## config.mk

```make
export PLATFORM = sky130hd
export DESIGN_NAME = atm_keypad_session
export DESIGN_NICKNAME = d
export VERILOG_FILES = /design/src/rtl/atm_keypad_session.sv
export SDC_FILE = /design/constraint.sdc
export NUM_CORES = 1
export LEC_CHECK = 0
export ABC_AREA = 1
export BUFFER_PORTS_ARGS = -buffer_cell sky130_fd_sc_hd__buf_4
export CAP_MARGIN = 30
export CELL_PAD_IN_SITES_DETAIL_PLACEMENT = 1
export CELL_PAD_IN_SITES_GLOBAL_PLACEMENT = 2
export CORE_MARGIN = 2
export CORE_UTILIZATION = 33
export DETAILED_ROUTE_END_ITERATION = 10
export PLACE_DENSITY_LB_ADDON = 0.1
export SETUP_SLACK_MARGIN = 0.2
export SLEW_MARGIN = 20
export SYNTH_ARGS = -nofsm -noshare
export SYNTH_HDL_FRONTEND = slang
export SYNTH_SLANG_ARGS = --single-unit
```

## constraint.sdc

```tcl
create_clock -name clk -period 7.8 [get_ports clk]
set_input_delay 0.78 -clock clk [delete_from_list [all_inputs] [get_ports clk]]
set_output_delay 0.78 -clock clk [all_outputs]
set_load 0.03 [all_outputs]
```

## src/rtl/atm_keypad_session.sv

```systemverilog
// Keypad-driven session initiator for the ATM controller: collects account, PIN, operation, amount
// and new PIN, issues the request and strobes the result. Optional macro: SESSION_LOCKOUT_EN.
module atm_keypad_session #(
  parameter int          AMT_DIGITS    = 6,
  parameter int          TIMEOUT_CYC   = 1024,
  parameter logic [3:0]  IDLE_ACC      = 4'hF,
  parameter logic [2:0]  IDLE_OP       = 3'h7,
`ifdef SESSION_LOCKOUT_EN
  parameter int          MAX_FAILS     = 3,
`endif
  parameter logic [2:0]  ST_WAITING    = 3'd0,
  parameter logic [2:0]  OP_BALANCE    = 3'd1,
  parameter logic [2:0]  OP_WITHDRAW   = 3'd2,
  parameter logic [2:0]  OP_DEPOSIT    = 3'd3,
  parameter logic [2:0]  OP_CHANGE_PIN = 3'd4
) (
  input  logic        clk,
  input  logic        rst,
  input  logic        key_valid,
  input  logic [3:0]  key_code,
  input  logic        lang_sel,
  input  logic [2:0]  atm_state,
  input  logic        atm_success,
  input  logic [31:0] atm_balance,
  output logic [3:0]  acc_num,
  output logic [15:0] pin,
  output logic [15:0] newPin,
  output logic [31:0] amount,
  output logic [2:0]  operation,
  output logic        language,
  output logic [2:0]  prompt,
  output logic        busy,
  output logic        rsp_valid,
  output logic        rsp_success,
  output logic        rsp_timeout,
  output logic [31:0] rsp_balance
);

  typedef enum logic [2:0] {
    S_IDLE, S_GET_PIN, S_GET_OP, S_GET_AMT, S_GET_NEWPIN, S_ISSUE, S_WAIT_RSP, S_LOCKED
  } state_t;

  localparam int AW = $clog2(AMT_DIGITS + 1);
  localparam int TW = $clog2(TIMEOUT_CYC + 1) + 1;

  state_t        state_q, state_d;
  logic [3:0]    acc_q, acc_d;
  logic [15:0]   pin_q, pin_d, newpin_q, newpin_d;
  logic [31:0]   amount_q, amount_d;
  logic [2:0]    op_sel_q, op_sel_d, operation_q, operation_d, prompt_q, prompt_d;
  logic          lang_q, lang_d, busy_q, busy_d, seen_q, seen_d;
  logic [2:0]    pcnt_q, pcnt_d;
  logic [AW-1:0] acnt_q, acnt_d;
  logic [TW-1:0] tmo_q, tmo_d;
  logic          rsp_valid_q, rsp_valid_d, rsp_success_q, rsp_success_d;
  logic          rsp_timeout_q, rsp_timeout_d;
  logic [31:0]   rsp_balance_q, rsp_balance_d;
  logic          go_idle;
  logic          is_digit, k_enter, k_cancel, k_clear;
`ifdef SESSION_LOCKOUT_EN
  localparam int FW = $clog2(MAX_FAILS + 1);
  logic [FW-1:0] fail_q, fail_d;
`endif

  assign is_digit = key_valid && (key_code <= 4'd9);
  assign k_enter  = key_valid && (key_code == 4'hA);
  assign k_cancel = key_valid && (key_code == 4'hB);
  assign k_clear  = key_valid && (key_code == 4'hC);

  function automatic logic [2:0] prompt_of(input state_t s);
    case (s)
      S_IDLE:       prompt_of = 3'd0;
      S_GET_PIN:    prompt_of = 3'd2;
      S_GET_OP:     prompt_of = 3'd3;
      S_GET_AMT:    prompt_of = 3'd4;
      S_GET_NEWPIN: prompt_of = 3'd5;
      S_LOCKED:     prompt_of = 3'd7;
      default:      prompt_of = 3'd6;
    endcase
  endfunction

  always_comb begin
    state_d       = state_q;
    acc_d         = acc_q;
    pin_d         = pin_q;
    newpin_d      = newpin_q;
    amount_d      = amount_q;
    op_sel_d      = op_sel_q;
    lang_d        = lang_q;
    pcnt_d        = pcnt_q;
    acnt_d        = acnt_q;
    seen_d        = seen_q;
    tmo_d         = tmo_q;
    rsp_valid_d   = 1'b0;
    rsp_success_d = rsp_success_q;
    rsp_timeout_d = rsp_timeout_q;
    rsp_balance_d = rsp_balance_q;
    go_idle       = 1'b0;
`ifdef SESSION_LOCKOUT_EN
    fail_d        = fail_q;
`endif
    case (state_q)
      S_IDLE: begin
        tmo_d  = '0;
        seen_d = 1'b0;
        if (key_valid) lang_d = lang_sel;
        if (is_digit) begin
          acc_d   = key_code;
          pcnt_d  = '0;
          state_d = S_GET_PIN;
        end
      end
      S_GET_PIN, S_GET_NEWPIN: begin
        if (k_cancel) go_idle = 1'b1;
        else if (k_clear) begin
          if (state_q == S_GET_PIN) pin_d = '0; else newpin_d = '0;
          pcnt_d = '0;
        end else if (is_digit && pcnt_q < 3'd4) begin
          if (state_q == S_GET_PIN) pin_d = {pin_q[11:0], key_code};
          else newpin_d = {newpin_q[11:0], key_code};
          pcnt_d = pcnt_q + 3'd1;
        end else if (k_enter && pcnt_q == 3'd4) begin
          state_d = (state_q == S_GET_PIN) ? S_GET_OP : S_ISSUE;
          pcnt_d  = '0;
        end
      end
      S_GET_OP: begin
        if (k_cancel) go_idle = 1'b1;
        else if (is_digit) begin
          case (key_code)
            4'd1: begin op_sel_d = OP_BALANCE;    state_d = S_ISSUE;      end
            4'd2: begin op_sel_d = OP_WITHDRAW;   state_d = S_GET_AMT;    end
            4'd3: begin op_sel_d = OP_DEPOSIT;    state_d = S_GET_AMT;    end
            4'd4: begin op_sel_d = OP_CHANGE_PIN; state_d = S_GET_NEWPIN; end
            4'd5: go_idle = 1'b1;
            default: ;
          endcase
        end
      end
      S_GET_AMT: begin
        if (k_cancel) go_idle = 1'b1;
        else if (k_clear) begin
          amount_d = '0;
          acnt_d   = '0;
        end else if (is_digit && acnt_q < AW'(AMT_DIGITS)) begin
          amount_d = amount_q * 32'd10 + {28'd0, key_code};
          acnt_d   = acnt_q + 1'b1;
        end else if (k_enter && amount_q != 32'd0) begin
          state_d = S_ISSUE;
        end
      end
      S_ISSUE: begin
        tmo_d   = TW'(1);
        seen_d  = 1'b0;
        state_d = S_WAIT_RSP;
      end
      S_WAIT_RSP: begin
        tmo_d = tmo_q + 1'b1;
        if (atm_state != ST_WAITING) seen_d = 1'b1;
        // Only a return to WAITING after the controller has left it marks completion.
        if (seen_q && atm_state == ST_WAITING) begin
          rsp_valid_d   = 1'b1;
          rsp_success_d = atm_success;
          rsp_timeout_d = 1'b0;
          rsp_balance_d = atm_balance;
          go_idle       = 1'b1;
        end else if (tmo_q >= TW'(TIMEOUT_CYC)) begin
          rsp_valid_d   = 1'b1;
          rsp_success_d = 1'b0;
          rsp_timeout_d = 1'b1;
          go_idle       = 1'b1;
        end
      end
      default: ;
    endcase

    if (go_idle) begin
      state_d  = S_IDLE;
      acc_d    = IDLE_ACC;
      pin_d    = '0;
      newpin_d = '0;
      amount_d = '0;
      op_sel_d = IDLE_OP;
      pcnt_d   = '0;
      acnt_d   = '0;
    end
`ifdef SESSION_LOCKOUT_EN
    if (rsp_valid_d) begin
      fail_d = rsp_success_d ? '0 : fail_q + 1'b1;
      if (fail_d >= FW'(MAX_FAILS)) state_d = S_LOCKED;
    end
`endif
    operation_d = (state_d == S_ISSUE || state_d == S_WAIT_RSP) ? op_sel_d : IDLE_OP;
    busy_d      = (state_d == S_ISSUE || state_d == S_WAIT_RSP);
    prompt_d    = prompt_of(state_d);
  end

  always_ff @(posedge clk) begin
    if (!rst) begin
      state_q       <= S_IDLE;
      acc_q         <= IDLE_ACC;
      pin_q         <= '0;
      newpin_q      <= '0;
      amount_q      <= '0;
      op_sel_q      <= IDLE_OP;
      operation_q   <= IDLE_OP;
      lang_q        <= 1'b0;
      prompt_q      <= 3'd0;
      busy_q        <= 1'b0;
      seen_q        <= 1'b0;
      pcnt_q        <= '0;
      acnt_q        <= '0;
      tmo_q         <= '0;
      rsp_valid_q   <= 1'b0;
      rsp_success_q <= 1'b0;
      rsp_timeout_q <= 1'b0;
      rsp_balance_q <= '0;
`ifdef SESSION_LOCKOUT_EN
      fail_q        <= '0;
`endif
    end else begin
      state_q       <= state_d;
      acc_q         <= acc_d;
      pin_q         <= pin_d;
      newpin_q      <= newpin_d;
      amount_q      <= amount_d;
      op_sel_q      <= op_sel_d;
      operation_q   <= operation_d;
      lang_q        <= lang_d;
      prompt_q      <= prompt_d;
      busy_q        <= busy_d;
      seen_q        <= seen_d;
      pcnt_q        <= pcnt_d;
      acnt_q        <= acnt_d;
      tmo_q         <= tmo_d;
      rsp_valid_q   <= rsp_valid_d;
      rsp_success_q <= rsp_success_d;
      rsp_timeout_q <= rsp_timeout_d;
      rsp_balance_q <= rsp_balance_d;
`ifdef SESSION_LOCKOUT_EN
      fail_q        <= fail_d;
`endif
    end
  end

  assign acc_num     = acc_q;
  assign pin         = pin_q;
  assign newPin      = newpin_q;
  assign amount      = amount_q;
  assign operation   = operation_q;
  assign language    = lang_q;
  assign prompt      = prompt_q;
  assign busy        = busy_q;
  assign rsp_valid   = rsp_valid_q;
  assign rsp_success = rsp_success_q;
  assign rsp_timeout = rsp_timeout_q;
  assign rsp_balance = rsp_balance_q;

endmodule

```

# == Word level (Yosys, flattened, before mapping) ==
# Index checks and enable logic that the tools add are counted.
# totals
ff_bits,136
out_inout_bits,111
elab_cells,146
# classes
add_sub_neg,4
mul,1
n_lt_le_gt_ge,4
eq_ne,26
mux,53
bitwise_logic,3
n_reduce_logical,37
# op_table
cell,n
$mux 16,8
$mux 3,24
$mux 32,2
$pmux 12 s3,1
$add 32x4->32,1
$mul 32x3->31 const B,1
$reduce_bool 32->1,1
$eq 3x3->1 const B,8
$pmux 3 s6,1
$pmux 3 s5,1
$reduce_and 2->1,7
$add 12x1->12 const B,1
$eq 3x2->1 const B,4
$eq 4x4->1 const B,3
$ge 12x11->1 const B,1
$pmux 3 s4,1
$reduce_and 4->1,3
$mux 1,11
$reduce_bool 2->1,5
$logic_and 1x1->1,9
$logic_not 3->1,3
$pmux 3 s3,1
$eq 4x2->1 const B,2
$eq 4x3->1 const B,2
16 further kinds,27

# == Depth between registers and ports, before layout ==
# Gate-level depths: netlist of the first run.
# logic_depth
word_depth,12
mapped_depth,22

# == Least setup slack after synthesis of the first run ==
# No wires, ideal clock.
# synth_path
kind,register -> register
from,"register amount_q[1], in the netlist amount[1]"
to,"register amount_q[31], in the netlist amount[31]"
setup_ps,70
arrival_time_ps,2917
required_ps,7730
path_slack_ps,4814
path_stages_with_launch,17
n_path_buf,0
period_less_slack_ps,2986
path_cell_list,dfxtp_1 ha_1 ha_1 inv_1 fa_1 nand3b_1 nor2_1 nand3_1 nor2_2 nand3_2 nor2_4 nand3_2 nor2_4 nand3_2 nand2_1 nand3_1 a21oi_1
# synth_between
elab_chain_len,4
# synth_rtl
element,line_no,rtl
from (decl),49,"logic [31:0] amount_q, amount_d;"
from (signal assigned),226,amount_q <= amount_d;
$mul 32x3->31,146,"amount_d = amount_q * 32'd10 + {28'd0, key_code};"
$add 32x4->32,146,
$mux 32,145,end else if (is_digit && acnt_q < AW'(AMT_DIGITS)) begin
$mux 32,142,else if (k_clear) begin
# No other way between the ends. The select of a mux whose other input is x is not followed.
# A chain may end at the register's enable or synchronous reset.

# == Final worst setup path of the first run ==
# layout_path
from,input key_code[0]
to,"register amount_q[20], in the netlist amount[20]"
# layout_between
elab_chain_len,6
word_cells_on_any_way,20
cone_classes,add/sub (1); order compare (1); eq/ne (3); mux (7); bitwise (1); reduce/logical (7)
# layout_rtl
element,line_no,rtl
from (decl),20,"input logic [3:0] key_code,"
"parallel branches: the longest is 6 deep, another holds $add 32x4->32",n/a,
# Several ways; the timed one is not identified. The select of a mux whose other input is x is not followed.

==> run metrics, run 1 <==
Hold Vio Cnt, Final=0; top sig layer=met4; first-pass GRT wire length=around 47000 microns; PwrDens=147.4 nW/um^2; nets@finish=1597; Post-Synth XOR/XNOR Area=0.006960; RSZ-0062 raised after global routing=no; Mapped Nets=1452; cell area after synthesis=just under 9000 sq um; cell taking the most area after synthesis=dfxtp_1; synth-to-layout area growth=23.62%; status=complete, but fails checks; Area contributors post-synth=dfxtp_1 (31%), nand2_1 (15%), ha_1 (8.8%); share of layout cells above drive strength 1=0.1904; Mapped Cells=1344; Distinct cells, synth=55; CP max-delay cell=nor2_4; post-synthesis mux area share=0; drt pass-1 iters=7; CTS clk-pin slew, worst paths=approximately 0.060 ns; Peak VDD IR=0.1238 mV; TritonCTS Buffers=17; fin cells=1837; Setup crit start kind=primary input; Synth Warn #=0; Max Clk Rate=between 200 and 300 MHz; DIE AREA=between 20000 and 30000 sq um; top-area cell type share of the netlist area=0.3091; met1 WL=13330 microns; met3 wire length=approximately 1500 microns; reg2reg setup slack=around 4.4 ns; Worst Hold Class=register to register; post-CTS sizing=0; Core Rows=59; H-tree levels=4; largest net degree at the start of global routing=41; placed insts=1805; GRT overflow=0; Post-CTS Hold Fix Bufs=0; Final Wtd Congestion=0.7967; Total GRT Usage=0.2086; largest family of logic cells by synthesized area=simple AND/OR/NAND/NOR gates; top post-synthesis cells by count=nand2_1 (348), inv_1 (170), nor2_1 (142); vias per cell=4.912; die height=167.4 microns; Leak=0.005494 uW; crit-path max FO=33; Mean Syn Cell Area=6.554 sq um; Yosys reg bits=136; simple-gate share of the synthesized area=0.3680; IO Pins=155; antenna violations before repair=0; WL met2=13490 microns; failing checks=DRC; via count=9024; ant diodes=0; max incr delay on CP=0.61 ns; post-detail-place hpwl=22650 microns; wirelength, routed=28540 microns; Post-CTS Setup Bufs=0; final period utilization=0.4392; core box area=26130 sq um; setup violators final=0; vias in the first global route=9210; top-count cell post-synth=nand2_1; DRC Markers=5; CTS root buf=clkbuf_16; CTS tree=done; max_slew headroom=0.3936; Top cell by count, worst path=nand2_1; ys flop type=dfxtp_1; worst setup path class=primary input to register; Worst Path Arrival=3.77 ns; Buf/Inv on CP=5; number of max-cap violations=0; setup tns final=0 ns; Post-synth ARST share=0; Initial Utilization=0.3371; WP data required=~8.1 ns; Die W=167.4 microns; Final Skew=0.01596 ns; Sink Count=between 100 and 150; routed len/inst=15.53 microns; crit end category=register; Adder-Cell Fraction of Synth Area=0.09261; CP cell instances=buf_4 > inv_1 > nand2_1 > nor4_2 > inv_1 > nand2_1 > nand2_1 > buf_4 > nor2_4 > inv_2 > a21oi_1 > o21ai_0 > a21oi_1; clk buf depth=2; antenna-violating nets left=0; compound-cell area share of the yosys netlist=0.1259; worst slew pin tran=0.9087 ns; Slew Viols, Final=0; Post-synth EDFFs=0; critical path's top delay family=simple AND/OR/NAND/NOR gates; initial detailed-routing violation count=389; port bufs=154; Tmin final=3.426 ns; worst skew pair latency=0.43 ns; Seq/Total Area, Yosys=0.3091
[state kept, by name (all words and copies together) (netlist names), 4 cells and up]
name	cells
amount	32
rsp_balance	32
newPin	16
pin	16
tmo_q	12
acc_num	4
[cell type report]
cell class	count	area, sq um
fillers	3447	15240
clock buffers	19	442.9
inverters	187	701.9
clock inverters	13	158.9
multi-input cells	986	5228
repair buffers	161	1216
well taps	335	419.2
flip-flops and latches	136	2723
[worst reg2reg max path, stage by stage (launching register included)]
cell     delay [ns]
dfxtp_1        0.46
ha_1           0.26
ha_1           0.27
inv_1          0.08
fa_1           0.41
inv_1          0.15
nand3_1        0.12
nand2_2        0.13
nand2_1        0.09
nand2_2        0.12
nand2_1        0.06
nand2_1        0.15
inv_1          0.10
nor2_1         0.11
nand2_1        0.15
nor2_4         0.16
nand2_2        0.10
nor2_2         0.11
nand2_1        0.06
nand2_1        0.06
nand3_1        0.08
a21oi_2        0.15
[cells by family (layout without fill, tap and decap cells)]
group / count (synthesis) / count (layout)
fa+ha+maj: 64 / 64
compound gates: 196 / 196
buf+inv: 222 / 380
flops: 136 / 136
simple gates: 719 / 719
xor+xnor: 7 / 7
[per-layer routing]
| layer | vias to the layer above | global-route usage |
|---|---|---|
| met1 | 4204 | 0.2722 |
| met2 | 161 | 0.3581 |
| met3 | 16 | 0.04585 |
| met4 | 0 | 0.03629 |
| li1 | 4643 | - |
| met5 | - | 0 |
[report_power, final]
| part | internal, uW | leakage [uW] | switching (uW) |
|---|---|---|---|
| sequential | 698 | 0.00110 | 2.71 |
| combinational | 26.6 | 0.00411 | 43.4 |
| clock | 490 | 0.000289 | 344 |
| total | 1210 | 0.00549 | 391 |
[placed cells by master, fill, tap and decap left out, types with 5 or more instances in the layout]
master	netlist	routed
nor3_1	12	12
clkbuf_16	0	17
o21ai_0	58	58
nand3_2	6	6
inv_6	0	5
nor2_1	142	142
nand4_1	19	19
ha_1	62	62
buf_4	3	160
nor2_4	6	6
a21oi_1	93	93
dfxtp_1	136	136
o211ai_1	6	6
inv_2	17	18
nand3_1	115	115
nor2_2	22	22
xor2_1	5	5
nand2_2	22	22
nand3b_1	6	6
inv_1	170	169
nand2_1	348	348
[metrics by stage]
step	power [uW]	utilization	area, sq um	hold slack [ns]	setup WS (ns)
after detailed placement	787.4	0.3937	10290	0.4498	3.919
after floorplan	752.7	-	8808	0.4179	4.814
after global placement	787.6	0.3931	10270	0.4417	4.023
final	1605	0.4167	10890	0.4546	4.374
after global routing	1670	0.4167	10890	0.4944	3.943
after CTS	1626	0.4167	10890	0.4649	4.311
[final timing paths]
path | start | end | cells after the start
max | key_code[0] | amount[20] | 13
min | op_sel_q[2] | op_sel_q[2] | 2
max reg2reg | amount[2] | amount[30] | 21
min reg2reg | op_sel_q[2] | op_sel_q[2] | 2
(Power assumes the default switching activity.)
==> inputs of run 2 (changes only) <==
Settings changed: CORE_UTILIZATION 33 to 31.
Clock period 7.8 ns to 3.5 ns, I/O delays scaled along.
==> run 2 against run 1 <==
Against the previous run:
- the run now ends clean
- register-to-register slack lost 3.9 ns
- worst hold slack lost 0.32 ns
- utilization shrank 1.8 points
- sequential share of layout area shrank 0.39 points
- clock power grew 110%
- global-route usage is essentially flat
- sequential cell count is the same
- routed wire length grew 7.6%
- combinational power grew 140%
- critical path type is now register to register
- critical endpoint is now amount[23]
- largest cell class unchanged
- largest power group unchanged
==> run metrics, run 2 (same netlist as run 1, synthesis figures left out) <==
status=finished clean; IO Pins=155 (unchanged); core box area=27860 sq um (+6.6%); largest net degree at the start of global routing=41 (unchanged); post-detail-place hpwl=24410 microns (+7.7%); Die W=172.6 microns (+3.1%); H-tree levels=4 (unchanged); Seq pwr share=0.447 (+0.011); DRC Markers=0 (-5); Internal Power=2557 uW (+110%); setup tns final=0 ns (unchanged); Hold Vio Cnt, Final=0 (unchanged); Max Clk Rate=327.0 MHz; via count=9050 (+0.29%); share of layout cells above drive strength 1=0.2133 (+0.02289); final core utilization=0.3987 (-0.01795); crit-path max FO=6 (-82%); first-pass GRT wire length=50470 microns (+6.4%); Setup crit start kind=register; worst setup path class=register to register; switching share of power=0.2677 (+0.02434); CTS root buf=clkbuf_16; WP data required=3.85 ns (-4.29 ns); TritonCTS Buffers=17 (unchanged); port bufs=154 (unchanged); Leak=0.005566 uW (+1.3%); Peak VDD IR=0.2119 mV (+71%); drt pass-1 iters=4 (-3); Hold Crit Start=atm_balance[12]; Sink Count=136 (unchanged); Initial Utilization=0.3162 (-0.02088); initial detailed-routing violation count=328 (-16%); commonest cells after routing, fill and taps aside=nand2_1 (346), buf_4 (176), inv_1 (168); CTS tree=done; Core Rows=61 (+3.4%); max incr delay on CP=0.45 ns (-0.16 ns); Buf/Inv on CP=1 (-4); CP max-delay cell=dfxtp_1; vias per cell=4.771 (-2.9%); antenna-violating nets left=0 (unchanged); max_slew headroom=0.5303 (+0.1368); synth-to-layout area growth=26.11%; CP cell instances=ha_1 > ha_1 > nand2_1 > nor2_2 > and2_1 > nand2_1 > nand3_1 > nand2_1 > inv_1 > nand3_1 > nor2_4 > or2_1 > nand3_1 > a21oi_1; critical path's top delay family=simple AND/OR/NAND/NOR gates; Final Wtd Congestion=0.8000 (+0.41%); worst skew pair latency=0.43 ns (about the same); Tmin final=slightly above 3 ns; commonest non-fill, non-tap cell in the layout=nand2_1; GRT overflow=0 (unchanged); routed len/inst=16.19 microns (+4.2%); CTS clk-pin slew, worst paths=0.07 ns (about the same); clk buf depth=2 (unchanged); Slew Viols, Final=0 (unchanged); power share of the combinational group=0.047 (+0.003); vias in the first global route=9419 (+2.3%); RSZ-0062 raised after global routing=yes; ant diodes=0 (unchanged); final period utilization=0.8737; antenna violations before repair=0 (unchanged); DIE AREA=29780 sq um (+6.3%); clock network power share=0.506 (-0.014); Post-CTS Setup Bufs=0 (unchanged); die height=172.6 microns (+3.1%); worst r2r src=amount[15]; Worst Path Arrival=3.41 ns (-0.36 ns); PwrDens=314.3 nW/um^2 (+110%); Final Skew=0.01643 ns (+0.0004709 ns); worst slew pin tran=0.7037 ns (-0.2049 ns); Net Switching=934.3 uW (+140%); setup violators final=0 (unchanged); Worst Hold Class=primary input to register; wirelength, routed=30720 microns (+7.6%); nets@finish=1614 (+1.1%); crit end category=register; Total GRT Usage=0.2084 (-0.0002620); number of max-cap violations=0 (unchanged); Crit. Startpoint=amount[15]
## run 2: changes by cell type in the layout (fill, tap and decap cells not counted), sizes merged
cell	delta
buf	+17
bufinv	-2
clkbuf	-2
clkinv	+3
clkinvlp	-1
inv	+2
## run 2: per-layer routing
layer | part of all wire | up-vias | global-route usage
met5 | 0 | - | 0
met4 | 0.014 | 0 | 0.04986
met3 | 0.043 | 26 | 0.04178
met2 | 0.47 | 149 | 0.3544
met1 | 0.47 | 4200 | 0.2707
li1 | - | 4675 | -
## run 2: tightest hold or removal path: stages
cell	delay, ns
buf_4	0.08
nor2_1	0.03
nor2_1	0.08
## run 2: path summary, 6_finish.rpt
check / to / slack, ns / cells after the start
worst min-delay path: rsp_balance[12] / 0.14 / 3
worst max-delay path: amount[23] / 0.44 / 14
worst min register to register: op_sel_q[2] / 0.45 / 2
worst max register to register: amount[23] / 0.44 / 14
## run 2: cell type report
| type | instances | area [sq um] |
|---|---|---|
| clock buffer | 17 | 425.4 |
| clock inverter | 15 | 132.6 |
| fill | 3595 | 16750 |
| inverter | 187 | 701.9 |
| multi-input combinational | 986 | 5285 |
| sequential | 136 | 2734 |
| tap | 378 | 473.0 |
| timing repair buffer | 178 | 1356 |
## run 2: repair_timing
action | CTS | global route
hold buffers | 0 | 0
endpoints found under the setup margin | 2 | 17
hold endpoints to repair | 0 | 0
pin swaps | 0 | 1
gates resized for setup | 1 | 21
## run 2: per-stage QoR
step	setup WS, ns	instances	hold WS [ns]	cell area [sq um]	total power (uW)
after floorplan	0.5136	1344	0.4179	8808	1677
after global placement	0.1754	1863	0.4441	10450	1759
after detailed placement	0.2270	1865	0.4435	10480	1761
after CTS	0.2357	1897	0.1168	11040	3552
after global routing	0.1924	1897	0.1309	11110	3632
final	0.4422	1897	0.1361	11110	3491
## run 2: power groups by stage
stage,registers (uW),clock network (uW),logic (uW)
2_1_floorplan,1610,0,67.9
3_3_place_gp,1600,0,163
3_5_place_dp,1600,0,165
4_1_cts,1560,1820,166
5_1_grt,1560,1890,182
6_report,1560,1770,165
